[config.mk]
export PLATFORM = sky130hd
export DESIGN_NAME = uart_rx
export DESIGN_NICKNAME = d
export VERILOG_FILES = /design/src/rtl/uart_rx_pkg.sv /design/src/rtl/uart_rx_sync2.sv /design/src/rtl/uart_rx.sv
export SDC_FILE = /design/constraint.sdc
export NUM_CORES = 1
export LEC_CHECK = 0
export CAP_MARGIN = 15
export CORE_UTILIZATION = 50
export CTS_CLUSTER_DIAMETER = 60
export DETAILED_ROUTE_END_ITERATION = 10
export PLACE_DENSITY_LB_ADDON = 0.08
export SLEW_MARGIN = 5
export SYNTH_ARGS = -nofsm -noshare
export SYNTH_HDL_FRONTEND = slang
export SYNTH_SLANG_ARGS = --single-unit
[constraint.sdc]
create_clock -name clk -period 2.2 [get_ports clk]
set_input_delay 0.33 -clock clk [delete_from_list [all_inputs] [get_ports clk]]
set_output_delay 0.33 -clock clk [all_outputs]
set_load 0.01 [all_outputs]
[src/rtl/uart_rx_pkg.sv]
// Shared UART definitions: FSM state encoding and oversampling constants.
// Latency: n/a (types and constants only).
// Backpressure: n/a; the transmitter imports the same encodings.
package uart_rx_pkg;

   // Oversampling ticks per bit period.
   localparam int OS_RATE = 16;

   // Tick count at which the start bit is re-checked (middle of the bit).
   localparam int MID_BIT = 7;

   // Receiver/transmitter state encoding.
   typedef enum logic [2:0] {
      ST_IDLE  = 3'd0,
      ST_START = 3'd1,
      ST_DATA  = 3'd2,
      ST_STOP  = 3'd3,
      ST_BRK   = 3'd4
   } uart_state_e;

   // Tick counter width: 4 bits minimum, wider when the stop period needs it.
   function automatic int tick_cnt_width(input int sb_ticks);
      int w;
      w = $clog2(sb_ticks);
      if (w < 4) begin
         w = 4;
      end
      return w;
   endfunction

endpackage

[src/rtl/uart_rx_sync2.sv]
// Two-flop synchronizer for a single asynchronous bit, with selectable reset value.
// Latency: 2 clk from a change on d to the same value on q.
// Backpressure: none; continuously samples.
module uart_rx_sync2 #(
   parameter logic RST_VAL = 1'b1
) (
   input  logic clk,
   input  logic rst,
   input  logic d,
   output logic q
);

   logic meta_q, meta_d;
   logic sync_q, sync_d;

   // Next values are simply the previous stage.
   always_comb begin
      meta_d = d;
      sync_d = meta_q;
   end

   // Both stages reset to the line's idle level so reset never looks like an edge.
   always_ff @(posedge clk) begin
      if (rst) begin
         meta_q <= RST_VAL;
         sync_q <= RST_VAL;
      end else begin
         meta_q <= meta_d;
         sync_q <= sync_d;
      end
   end

   assign q = sync_q;

endmodule

[src/rtl/uart_rx.sv]
// UART receiver: 16x oversampled start/data/stop decode, LSB first, with break hold-off.
// Latency: strobe 8+16*DBITS+SB_TICKS os_ticks after the start edge, plus 2-3 clk skew.
// Backpressure: none; dout holds the last good word, strobes are single-cycle pulses.
module uart_rx
   import uart_rx_pkg::*;
#(
   parameter int DBITS    = 8,
   parameter int SB_TICKS = 16
) (
   input  logic             clk,
   input  logic             rst,
   input  logic             rx,
   input  logic             os_tick,
   output logic [DBITS-1:0] dout,
   output logic             rx_done_tick,
   output logic             frame_err
);

   localparam int SW = tick_cnt_width(SB_TICKS);

   localparam logic [SW-1:0] S_MID       = SW'(MID_BIT);
   localparam logic [SW-1:0] S_BIT_LAST  = SW'(OS_RATE - 1);
   localparam logic [SW-1:0] S_STOP_LAST = SW'(SB_TICKS - 1);
   localparam logic [2:0]    N_LAST      = 3'(DBITS - 1);

   logic rx_s;

   uart_state_e      state_q, state_d;
   logic [SW-1:0]    s_q, s_d;
   logic [2:0]       n_q, n_d;
   logic [DBITS-1:0] b_q, b_d;
   logic [DBITS-1:0] dout_q, dout_d;
   logic             done_q, done_d;
   logic             ferr_q, ferr_d;

   uart_rx_sync2 #(
      .RST_VAL (1'b1)
   ) u_sync (
      .clk (clk),
      .rst (rst),
      .d   (rx),
      .q   (rx_s)
   );

   // Next-state and datapath: counters only advance on os_tick outside IDLE/BRK.
   always_comb begin
      state_d = state_q;
      s_d     = s_q;
      n_d     = n_q;
      b_d     = b_q;
      dout_d  = dout_q;
      done_d  = 1'b0;
      ferr_d  = 1'b0;

      case (state_q)
         ST_IDLE: begin
            // Falling edge seen; no tick needed to leave idle.
            if (!rx_s) begin
               state_d = ST_START;
               s_d     = '0;
            end
         end

         ST_START: begin
            if (os_tick) begin
               if (s_q == S_MID) begin
                  // Re-check in the middle of the start bit to reject glitches.
                  if (!rx_s) begin
                     state_d = ST_DATA;
                     s_d     = '0;
                     n_d     = '0;
                  end else begin
                     state_d = ST_IDLE;
                  end
               end else begin
                  s_d = s_q + 1'b1;
               end
            end
         end

         ST_DATA: begin
            if (os_tick) begin
               if (s_q == S_BIT_LAST) begin
                  // One full bit after the previous mid-bit sample: mid of this bit.
                  s_d = '0;
                  b_d = {rx_s, b_q[DBITS-1:1]};
                  if (n_q == N_LAST) begin
                     state_d = ST_STOP;
                  end else begin
                     n_d = n_q + 1'b1;
                  end
               end else begin
                  s_d = s_q + 1'b1;
               end
            end
         end

         ST_STOP: begin
            if (os_tick) begin
               if (s_q == S_STOP_LAST) begin
                  if (rx_s) begin
                     dout_d  = b_q;
                     done_d  = 1'b1;
                     state_d = ST_IDLE;
                  end else begin
                     // Stop bit low: report once, then wait out the low line.
                     ferr_d  = 1'b1;
                     state_d = ST_BRK;
                  end
               end else begin
                  s_d = s_q + 1'b1;
               end
            end
         end

         ST_BRK: begin
            // Hold off until the line returns high so a break is not decoded as 0x00s.
            if (rx_s) begin
               state_d = ST_IDLE;
            end
         end

         default: begin
            state_d = ST_IDLE;
         end
      endcase
   end

   // State, counters, shift register and registered outputs.
   always_ff @(posedge clk) begin
      if (rst) begin
         state_q <= ST_IDLE;
         s_q     <= '0;
         n_q     <= '0;
         b_q     <= '0;
         dout_q  <= '0;
         done_q  <= 1'b0;
         ferr_q  <= 1'b0;
      end else begin
         state_q <= state_d;
         s_q     <= s_d;
         n_q     <= n_d;
         b_q     <= b_d;
         dout_q  <= dout_d;
         done_q  <= done_d;
         ferr_q  <= ferr_d;
      end
   end

   assign dout         = dout_q;
   assign rx_done_tick = done_q;
   assign frame_err    = ferr_q;

endmodule

# --- Word level (Yosys, flattened, before mapping) ---
# Cells that the tools add are included.
op_classes:
  bitwise: 3
  n_mux: 29
  add_sub_neg: 2
  n_reduce_logical: 9
  eq_ne: 19
op_table:
  columns: ["operator", "n"]
  rows:
  - ["2-to-1 mux 3 bit", 16]
  - ["2-to-1 mux 4 bit", 7]
  - ["!= test 2 bit, second input constant", 11]
  - ["one-hot mux 4 bit (4 select lines)", 1]
  - ["one-hot mux 3 bit (5 select lines)", 1]
  - ["AND reduction 9 bit", 1]
  - ["AND reduction 7 bit", 1]
  - ["== test 3 x 2 -> 1 bit, second input constant", 2]
  - ["== test 3 bit, second input constant", 2]
  - ["one-hot mux 3 bit (2 select lines)", 1]
  - ["AND reduction 5 bit", 1]
  - ["adder 4 x 1 -> 4 bit, second input constant", 1]
  - ["== test 4 x 3 -> 1 bit, second input constant", 1]
  - ["== test 4 bit, second input constant", 1]
  - ["AND reduction 4 bit", 1]
  - ["nonzero test 4 bit", 1]
  - ["OR reduction 4 bit", 1]
  - ["adder 3 x 1 -> 3 bit, second input constant", 1]
  - ["== test 3 x 1 -> 1 bit, second input constant", 1]
  - ["zero test 3 bit", 1]
  - ["inverter 1 bit", 3]
  - ["AND reduction 3 bit", 1]
  - ["2-to-1 mux 1 bit", 2]
  - ["2-to-1 mux 2 bit", 1]
  - ["other kinds (2)", 2]
totals:
  ff_bits: 30
  output_inout_bits: 10
  input_bits: 4

# --- Depth between registers and ports, before layout ---
# Gate-level depths: netlist of run 1.
depth:
  word_depth: 5
  ltp_mapped: 6
  mapped_depth_nobuf: 5

# --- Cells and area by module ---
# From an unflattened synthesis of run 1, not the netlist that was laid out.
hier_totals:
  cells_unflattened: 140
  area_unflattened_um2: 1362.6
modules_own_cells:
  columns: ["module", "instances", "seq_area_each_um2", "area_per_inst_um2", "cells_per_inst"]
  rows:
  - ["uart_rx", 1, 560.5, 1310.0, 136]
  - ["uart_rx_sync2", 1, 40.0, 52.6, 4]

# --- Worst setup path after synthesis of run 1 ---
# No wires, ideal clock.
synth_timing:
  path_type: "reg2reg"
  startpoint: "register u_sync.sync_q (netlist: u_sync.q)"
  endpoint: "register n_q[0]"
  slack_ns: 0.357
  setup_ns: 0.075
  path_stages_with_launch: 6
  required_time_ns: 2.125
  t_arrival_ns: 1.768
  cell_sequence: "dfxtp_1 -> buf_6 -> or4b_1 -> a211o_1 -> or4_4 -> o22ai_1"
synth_via:
  elab_chain_len: 2
synth_lines:
  columns: ["item", "line_no", "text"]
  rows:
  - ["start, declared", "uart_rx_sync2.sv:14", "logic sync_q, sync_d;"]
  - ["start signal, assigned", "uart_rx_sync2.sv:29", "sync_q <= sync_d;"]
  - ["!= test 2 bit (no source line)", null, null]
  - ["AND reduction 7 bit (no source line)", null, null]
  - ["end signal, assigned", "uart_rx.sv:142", "n_q <= n_d;"]
  - ["end, declared", "uart_rx.sv:30", "logic [2:0] n_q, n_d;"]
# Every way passes these cells.
# A chain may end at the register's enable or synchronous reset.

# --- Final worst setup path of run 1 ---
layout_timing:
  startpoint: "register s_q[3]"
  endpoint: "register n_q[0]"
layout_via:
  elab_chain_len: 3
  word_cells_on_any_way: 5
  cone_classes: "4 x eq/ne; 1 x reduce/logical"
layout_lines:
  columns: ["item", "line_no", "text"]
  rows:
  - ["start, declared", "uart_rx.sv:29", "logic [SW-1:0] s_q, s_d;"]
  - ["start signal, assigned", "uart_rx.sv:133", "s_q <= '0;"]
  - ["start signal, assigned", "uart_rx.sv:141", "s_q <= s_d;"]
  - ["== test 4 bit / == test 4 x 3 -> 1 bit (equally long branches)", "uart_rx.sv:83, uart_rx.sv:66", null]
  - ["!= test 2 bit (no source line)", null, null]
  - ["AND reduction 7 bit (no source line) (*)", null, null]
# Mark *: on every way between the ends. The rest lies on a longest branch, timed or not.

==> implementation parameters, run 1 <==
Parameter                              Value

Min path
  Type of the worst min-delay path    register to register
  Cells on Worst Hold Path    1

STA
  Final setup violation count    0
  Relative max-transition margin    between 60 and 70%
  Worst-case clock skew    7.382 ps
  Hold Violations, Final    0
  Transition at the pin with the smallest max-transition slack    a little under 500 ps
  Final Cycle Share    about 90%
  Post-layout worst setup margin    276.9 ps
  Final-layout setup total negative slack    0 ps
  Final count of pins violating max slew    0
  Unrepaired setup endpoints after global routing    false
  Hold Slack    around 420 ps
  Maximum operating frequency    0.5200 GHz
  Time the worst path needs with I/O delays and setup    1923 ps

CTS
  Post-CTS clock slew at the launch and capture registers of the worst setup and hold paths    90 ps
  Total clock buffers created by CTS    5
  Post-CTS setup-driven buffer insertion count    0
  Clock sink count    30
  Cells resized by post-CTS repair    0
  Insertion delay to the later sink of the worst-skew pair    between 300 and 400 ps
  Cell at the root of the clock tree    sky130_fd_sc_hd__clkbuf_4
  Maximum buffer depth of the clock tree    2
  Count of hold-fix buffers inserted at cts    0
  CTS tree    done
  Max H-tree Level    2

Cells and area
  Non-Filler Instances    194
  Share of post-route cells with drive strength above 1    roughly 12%
  Area taken by flip-flops and latches    600.6 um2
  Most common cell after layout, fill and taps aside    sky130_fd_sc_hd__dfxtp_1
  Filler cell count    between 200 and 250
  Synth-to-layout area growth    18.77%
  Leading cell types in the layout, fill and taps excluded    30 x sky130_fd_sc_hd__dfxtp_1, 23 x sky130_fd_sc_hd__nor2_1, 17 x sky130_fd_sc_hd__mux2i_1
  Antenna Cells    0
  Final layout net count    between 150 and 200
  Total area of multi-input combinational cells    between 600 and 700 um2

Placement
  Weighted congestion at the end of routability-driven global placement    0.8897
  Worst setup slack after placement    123.5 ps
  Detail Placement HPWL    around 1.9 mm
  Number of buffers added on ports    13
  Inst Count DP    between 150 and 200

Worst setup path
  Setup crit start kind    register
  CP max FO    11
  CP Class    register to register
  Critical path capture point type    register
  Worst Path Required    roughly 2500 ps
  Data arrival at the endpoint of the critical path    approximately 2200 ps
  Number of cells on the worst reg-to-reg path    4

Die
  Overall die area    about 0.0029 mm2
  Die boundary width    54.16 um
  Core Footprint    around 0.0025 mm2
  Placement row count    18
  Die Ht    ~54 um
  Number of top-level pins    14
  Starting density of the core    a little over half

Logic synthesis
  Syn_nets    approximately 150
  Average instance area after synthesis    slightly above 9 um2
  Part of the Yosys area used for sequential elements    between 40% and 50%
  Number of cells produced by synthesis    approximately 150
  Cell taking the most area after synthesis    sky130_fd_sc_hd__dfxtp_1
  Top cell type's share of synthesized area    ~44%
  Leading cell types by total area after synthesis    sky130_fd_sc_hd__dfxtp_1 44%, sky130_fd_sc_hd__mux2i_1 13%, sky130_fd_sc_hd__nor2_1 6.3%, sky130_fd_sc_hd__ha_1 2.8%, sky130_fd_sc_hd__clkbuf_1 2.2%
  Number of synthesized register bits    30
  Count of different cell masters after synthesis    40
  Summed instance area of the synthesized netlist    between 0.001 and 0.0015 mm2
  Synthesis warning total    0

Detailed routing
  Post-Route WL    ~2.7 mm
  Router iterations before antenna repair    4
  Routed vias/inst    about 5.9
  Wire per inst    13.78 um
  DRT iter0 DRCs    30
  Detailed-route via count    about 1100
  Antenna-violating nets left    0
  DRC    0

GRT
  Antenna violations before repair    0
  Largest net degree at the start of global routing    24
  First-pass GRT wire length    roughly 4.4 mm
  Global-route total usage across every layer    21.80%
  Vias in the first global route    a little over 1000
  Remaining global-route overflow    0

Power
  Power Total    approximately 0.0010 W
  Pwr per Cell Area    roughly 640 mW/mm2
  Leakage    about 0.63 nW
  Max rail drop VDD    ~0.62 mV

Flow run
  Max-Cap Viols    0

Run status
  Result of the run    completed
[report_power, final]
| part | internal, W | switching [W] |
|---|---|---|
| Sequential | 0.000546 | 0.00000187 |
| Clock | 0.000264 | 0.000183 |
| Combinational | 0.0000181 | 0.0000255 |
[layout make-up]
type / count / share of cell area, %
multi-input cells: 100 / 42.53
clock buffers: 6 / 3.176
repair buffers: 20 / 11.31
clock inverters: 1 / 1.859
inverters: 7 / 1.627
well taps: 30 / 2.324
flip-flops and latches: 30 / 37.18
[cells by family (layout without fill, tap and decap cells)]
group,count (synthesis),after routing,share of synthesized area (%)
AOI/OAI and AO/OA,25,25,14.08
xor gates and xnor gates,2,2,1.288
adders and majority gates,3,3,2.760
buffers and inverters,17,34,5.336
DFF,30,30,44.16
muxes,17,17,12.51
and+or+nand+nor,53,53,19.87
[Yosys cell counts]
cell and number:
sky130_fd_sc_hd__or4b_1 1, sky130_fd_sc_hd__a21oi_1 4, sky130_fd_sc_hd__or2b_1 1, sky130_fd_sc_hd__clkbuf_1 8
sky130_fd_sc_hd__a211o_1 1, sky130_fd_sc_hd__a2111oi_0 1, sky130_fd_sc_hd__buf_6 1, sky130_fd_sc_hd__o311ai_0 1
sky130_fd_sc_hd__or4_4 1, sky130_fd_sc_hd__dfxtp_1 30, sky130_fd_sc_hd__nand3b_1 3, sky130_fd_sc_hd__and3b_1 1
sky130_fd_sc_hd__o32ai_1 2, sky130_fd_sc_hd__mux2i_1 17, sky130_fd_sc_hd__buf_2 1, sky130_fd_sc_hd__nand3_1 4
sky130_fd_sc_hd__nor3_2 1, sky130_fd_sc_hd__a311oi_1 1, sky130_fd_sc_hd__a211oi_1 2, sky130_fd_sc_hd__ha_1 3
sky130_fd_sc_hd__inv_1 7, sky130_fd_sc_hd__a32o_1 1, sky130_fd_sc_hd__nor3_1 1, sky130_fd_sc_hd__nor4_1 2
sky130_fd_sc_hd__o31ai_1 1, sky130_fd_sc_hd__o21bai_1 1, sky130_fd_sc_hd__xnor2_1 2, sky130_fd_sc_hd__a31oi_1 1
sky130_fd_sc_hd__nor2_1 23, sky130_fd_sc_hd__a21o_1 1, sky130_fd_sc_hd__o21ai_0 1, sky130_fd_sc_hd__a311o_1 1
sky130_fd_sc_hd__or2_2 3, sky130_fd_sc_hd__o22ai_1 3, sky130_fd_sc_hd__o311a_2 1, sky130_fd_sc_hd__nand2_1 7
sky130_fd_sc_hd__or3_1 3, sky130_fd_sc_hd__and3_1 1, sky130_fd_sc_hd__o311a_1 2, sky130_fd_sc_hd__nand4_1 1
[worst paths after layout]
kind / start / end / slack, ps
setup reg to reg: s_q[3]$_SDFFE_PP0P_ / n_q[0]$_SDFFE_PP0P_ / 280
hold / removal: u_sync.meta_q$_SDFF_PP1_ / u_sync.q$_SDFF_PP1_ / 420
hold reg to reg: u_sync.meta_q$_SDFF_PP1_ / u_sync.q$_SDFF_PP1_ / 420
setup / recovery: s_q[3]$_SDFFE_PP0P_ / n_q[0]$_SDFFE_PP0P_ / 280
[flip-flops by register name, summed over array words and instances, names as in the netlist]
| register | flops |
|---|---|
| dout | 8 |
| frame_err | 1 |
| u_sync.q | 1 |
| n_q | 3 |
| state_q | 3 |
| b_q | 8 |
| rx_done_tick | 1 |
| u_sync.meta_q | 1 |
| s_q | 4 |
[per-stage QoR]
stage | util, % | area [um2]
after floorplan | - | 1360
final | 64.04 | 1615
after CTS | 64.04 | 1615
after global placement | 60.81 | 1534
after global routing | 64.04 | 1615
after detailed placement | 60.81 | 1534
[worst max-delay path, stage by stage, from the launching register on]
cell and delay [ps]:
sky130_fd_sc_hd__dfxtp_1 430, sky130_fd_sc_hd__or4b_1 500, sky130_fd_sc_hd__a211o_1 310, sky130_fd_sc_hd__or4_4 440
sky130_fd_sc_hd__o22ai_1 170
[routing by layer]
metal,GRT usage [%],up-vias,routed length (um)
li1,-,561,-
met5,0,-,0
met4,9.829,0,35
met2,32.52,21,1249
met1,27.27,550,1280
met3,8.757,5,107
(Power assumes the default switching activity.)
==> inputs of run 2 (changes only) <==
--- a/config.mk
+++ b/config.mk
@@ -9,6 +9,7 @@
 export CORE_UTILIZATION = 50
 export CTS_CLUSTER_DIAMETER = 60
 export DETAILED_ROUTE_END_ITERATION = 10
+export MAX_ROUTING_LAYER = met4
 export PLACE_DENSITY_LB_ADDON = 0.08
 export SLEW_MARGIN = 5
 export SYNTH_ARGS = -nofsm -noshare
==> implementation parameters, run 2 (synthesized netlist as in run 1, its figures left out) <==
Parameter                              Value

Run status
  Result of the run    completed

Power
  Sw Pwr    between 0.0002 and 0.00025 W
  Net switching fraction of the power    ~20%
  Combinational share of power    under 10%
  Portion of total power attributed to sequential cells    a little over half
  Power Total    slightly above 0.001 W
  Pwr per Cell Area    about 640 mW/mm2
  Max rail drop VDD    around 0.6 mV
  Clock share of power    42.9%
  Internal cell power    0.0008285 W
  Leakage    roughly 0.63 nW

Placement
  Number of buffers added on ports    13
  Detail Placement HPWL    around 1.9 mm
  Weighted congestion at the end of routability-driven global placement    0.9047
  Worst setup slack after placement    123.5 ps
  Dpl cell area    0.001534 mm2

CTS
  Post-CTS clock slew at the launch and capture registers of the worst setup and hold paths    90 ps
  Total clock buffers created by CTS    5
  Post-CTS setup-driven buffer insertion count    0
  Insertion delay to the later sink of the worst-skew pair    around 330 ps
  Cell at the root of the clock tree    sky130_fd_sc_hd__clkbuf_4
  Clock sink count    30
  Cells resized by post-CTS repair    0
  Max H-tree Level    2
  Maximum buffer depth of the clock tree    2
  CTS tree    done
  Count of hold-fix buffers inserted at cts    0

Cells and area
  Utilization after layout    64.04%
  Most common cell after layout, fill and taps aside    sky130_fd_sc_hd__dfxtp_1
  Leading cell types in the layout, fill and taps excluded    30 x sky130_fd_sc_hd__dfxtp_1, 23 x sky130_fd_sc_hd__nor2_1, 17 x sky130_fd_sc_hd__mux2i_1
  Layout Cell Area excl Fill    0.001615 mm2
  Antenna Cells    0
  Final layout net count    171
  Synth-to-layout area growth    18.77%
  Share of post-route cells with drive strength above 1    12.20%

Min path
  Type of the worst min-delay path    register to register
  Hold Crit Start    u_sync.meta_q$_SDFF_PP1_

Worst setup path
  Number of cells on the worst reg-to-reg path    4
  Crit path to    n_q[0]$_SDFFE_PP0P_
  Setup crit start kind    register
  Worst-path cell chain    or4b_1, a211o_1, or4_4, o22ai_1
  Reg2Reg Setup Slack    290 ps
  Critical Path Stages    4
  Slowest-stage cell, CP    sky130_fd_sc_hd__or4b_1
  Critical path capture point type    register
  Worst path buffer plus inverter count    0
  Reg-to-reg critical path startpoint    s_q[3]$_SDFFE_PP0P_
  CP max FO    11
  Dominant delay contributor by cell family on the critical path    simple AND/OR/NAND/NOR gates
  Worst reg2reg endpoint    n_q[0]$_SDFFE_PP0P_
  Worst Path Required    2460 ps
  Start point of the critical path    s_q[3]$_SDFFE_PP0P_
  Delay contributed by the slowest stage of the critical path    around 500 ps
  Data arrival at the endpoint of the critical path    approximately 2200 ps
  CP Class    register to register

Detailed routing
  Antenna-violating nets left    0
  Routed vias/inst    between 5 and 6
  Router iterations before antenna repair    4
  Detailed-route via count    between 1000 and 1500
  DRT iter0 DRCs    39
  DRC    0
  Post-Route WL    ~2.7 mm
  Wire per inst    13.78 um

GRT
  Vias in the first global route    1002
  Largest net degree at the start of global routing    24
  Remaining global-route overflow    0
  Global-route total usage across every layer    ~23%
  Antenna violations before repair    0
  First-pass GRT wire length    around 4.5 mm

STA
  Final count of pins violating max slew    0
  Time the worst path needs with I/O delays and setup    approximately 1900 ps
  Maximum operating frequency    approximately 0.52 GHz
  Hold Violations, Final    0
  Transition at the pin with the smallest max-transition slack    486.4 ps
  Final setup violation count    0
  Relative max-transition margin    between 60% and 70%
  Final Cycle Share    86.92%
  Worst-case clock skew    approximately 8.6 ps
  Unrepaired setup endpoints after global routing    false
  Post-layout worst setup margin    roughly 290 ps
  Final-layout setup total negative slack    0 ps

Die
  Core Footprint    approximately 0.0025 mm2
  Number of top-level pins    14
  Overall die area    0.002933 mm2
  Placement row count    18
  Die boundary width    around 54 um
  Starting density of the core    53.92%
  Die Ht    54.16 um

Flow run
  Max-Cap Viols    0
[run 2: worst min path at each step]
stage | end | depth (start not counted)
after floorplan | u_sync.q$_SDFF_PP1_ | 1
after global placement | u_sync.q$_SDFF_PP1_ | 1
after detailed placement | u_sync.q$_SDFF_PP1_ | 1
after CTS | u_sync.q$_SDFF_PP1_ | 1
after global routing | u_sync.q$_SDFF_PP1_ | 1
final | u_sync.q$_SDFF_PP1_ | 1
[run 2: worst reg2reg max path, stage by stage, from the launching register on]
cell and delay, ps:
sky130_fd_sc_hd__dfxtp_1 430, sky130_fd_sc_hd__or4b_1 510, sky130_fd_sc_hd__a211o_1 320, sky130_fd_sc_hd__or4_4 440, sky130_fd_sc_hd__o22ai_1 170
[run 2: stage by stage]
| stage | hold slack, ps | std cells |
|---|---|---|
| finish | 422.6 | 194 |
| global route | 437.6 | 194 |
| CTS | 429.1 | 194 |
| detailed placement | 407.5 | 187 |
| global placement | 398.3 | 187 |
| floorplan | 389.5 | 147 |
[run 2: layout make-up]
| cell class | instances | area (um2) |
|---|---|---|
| clock buffers | 6 | 51.30 |
| fillers | 235 | 907.1 |
| multi-input cells | 100 | 686.9 |
| flip-flops and latches | 30 | 600.6 |
| clock inverters | 1 | 30.03 |
| repair buffers | 20 | 182.7 |
| well taps | 30 | 37.54 |
| inverters | 7 | 26.28 |
[run 2: power by group through the flow]
stage | combinational, W | sequential [W] | clock, W
2_1_floorplan | 0.0000286 | 0.000560 | 0
3_3_place_gp | 0.0000424 | 0.000561 | 0
3_5_place_dp | 0.0000435 | 0.000561 | 0
4_1_cts | 0.0000436 | 0.000548 | 0.000458
5_1_grt | 0.0000478 | 0.000549 | 0.000479
6_report | 0.0000434 | 0.000548 | 0.000445
[run 2: metal layers]
| metal | vias up | global-route usage [%] | share of wire [%] |
|---|---|---|---|
| met5 | - | - | 0 |
| met4 | 0 | 9.829 | 1.3 |
| met3 | 5 | 8.757 | 6.7 |
| met2 | 37 | 32.32 | 47 |
| met1 | 544 | 27.79 | 45 |
| li1 | 560 | - | - |
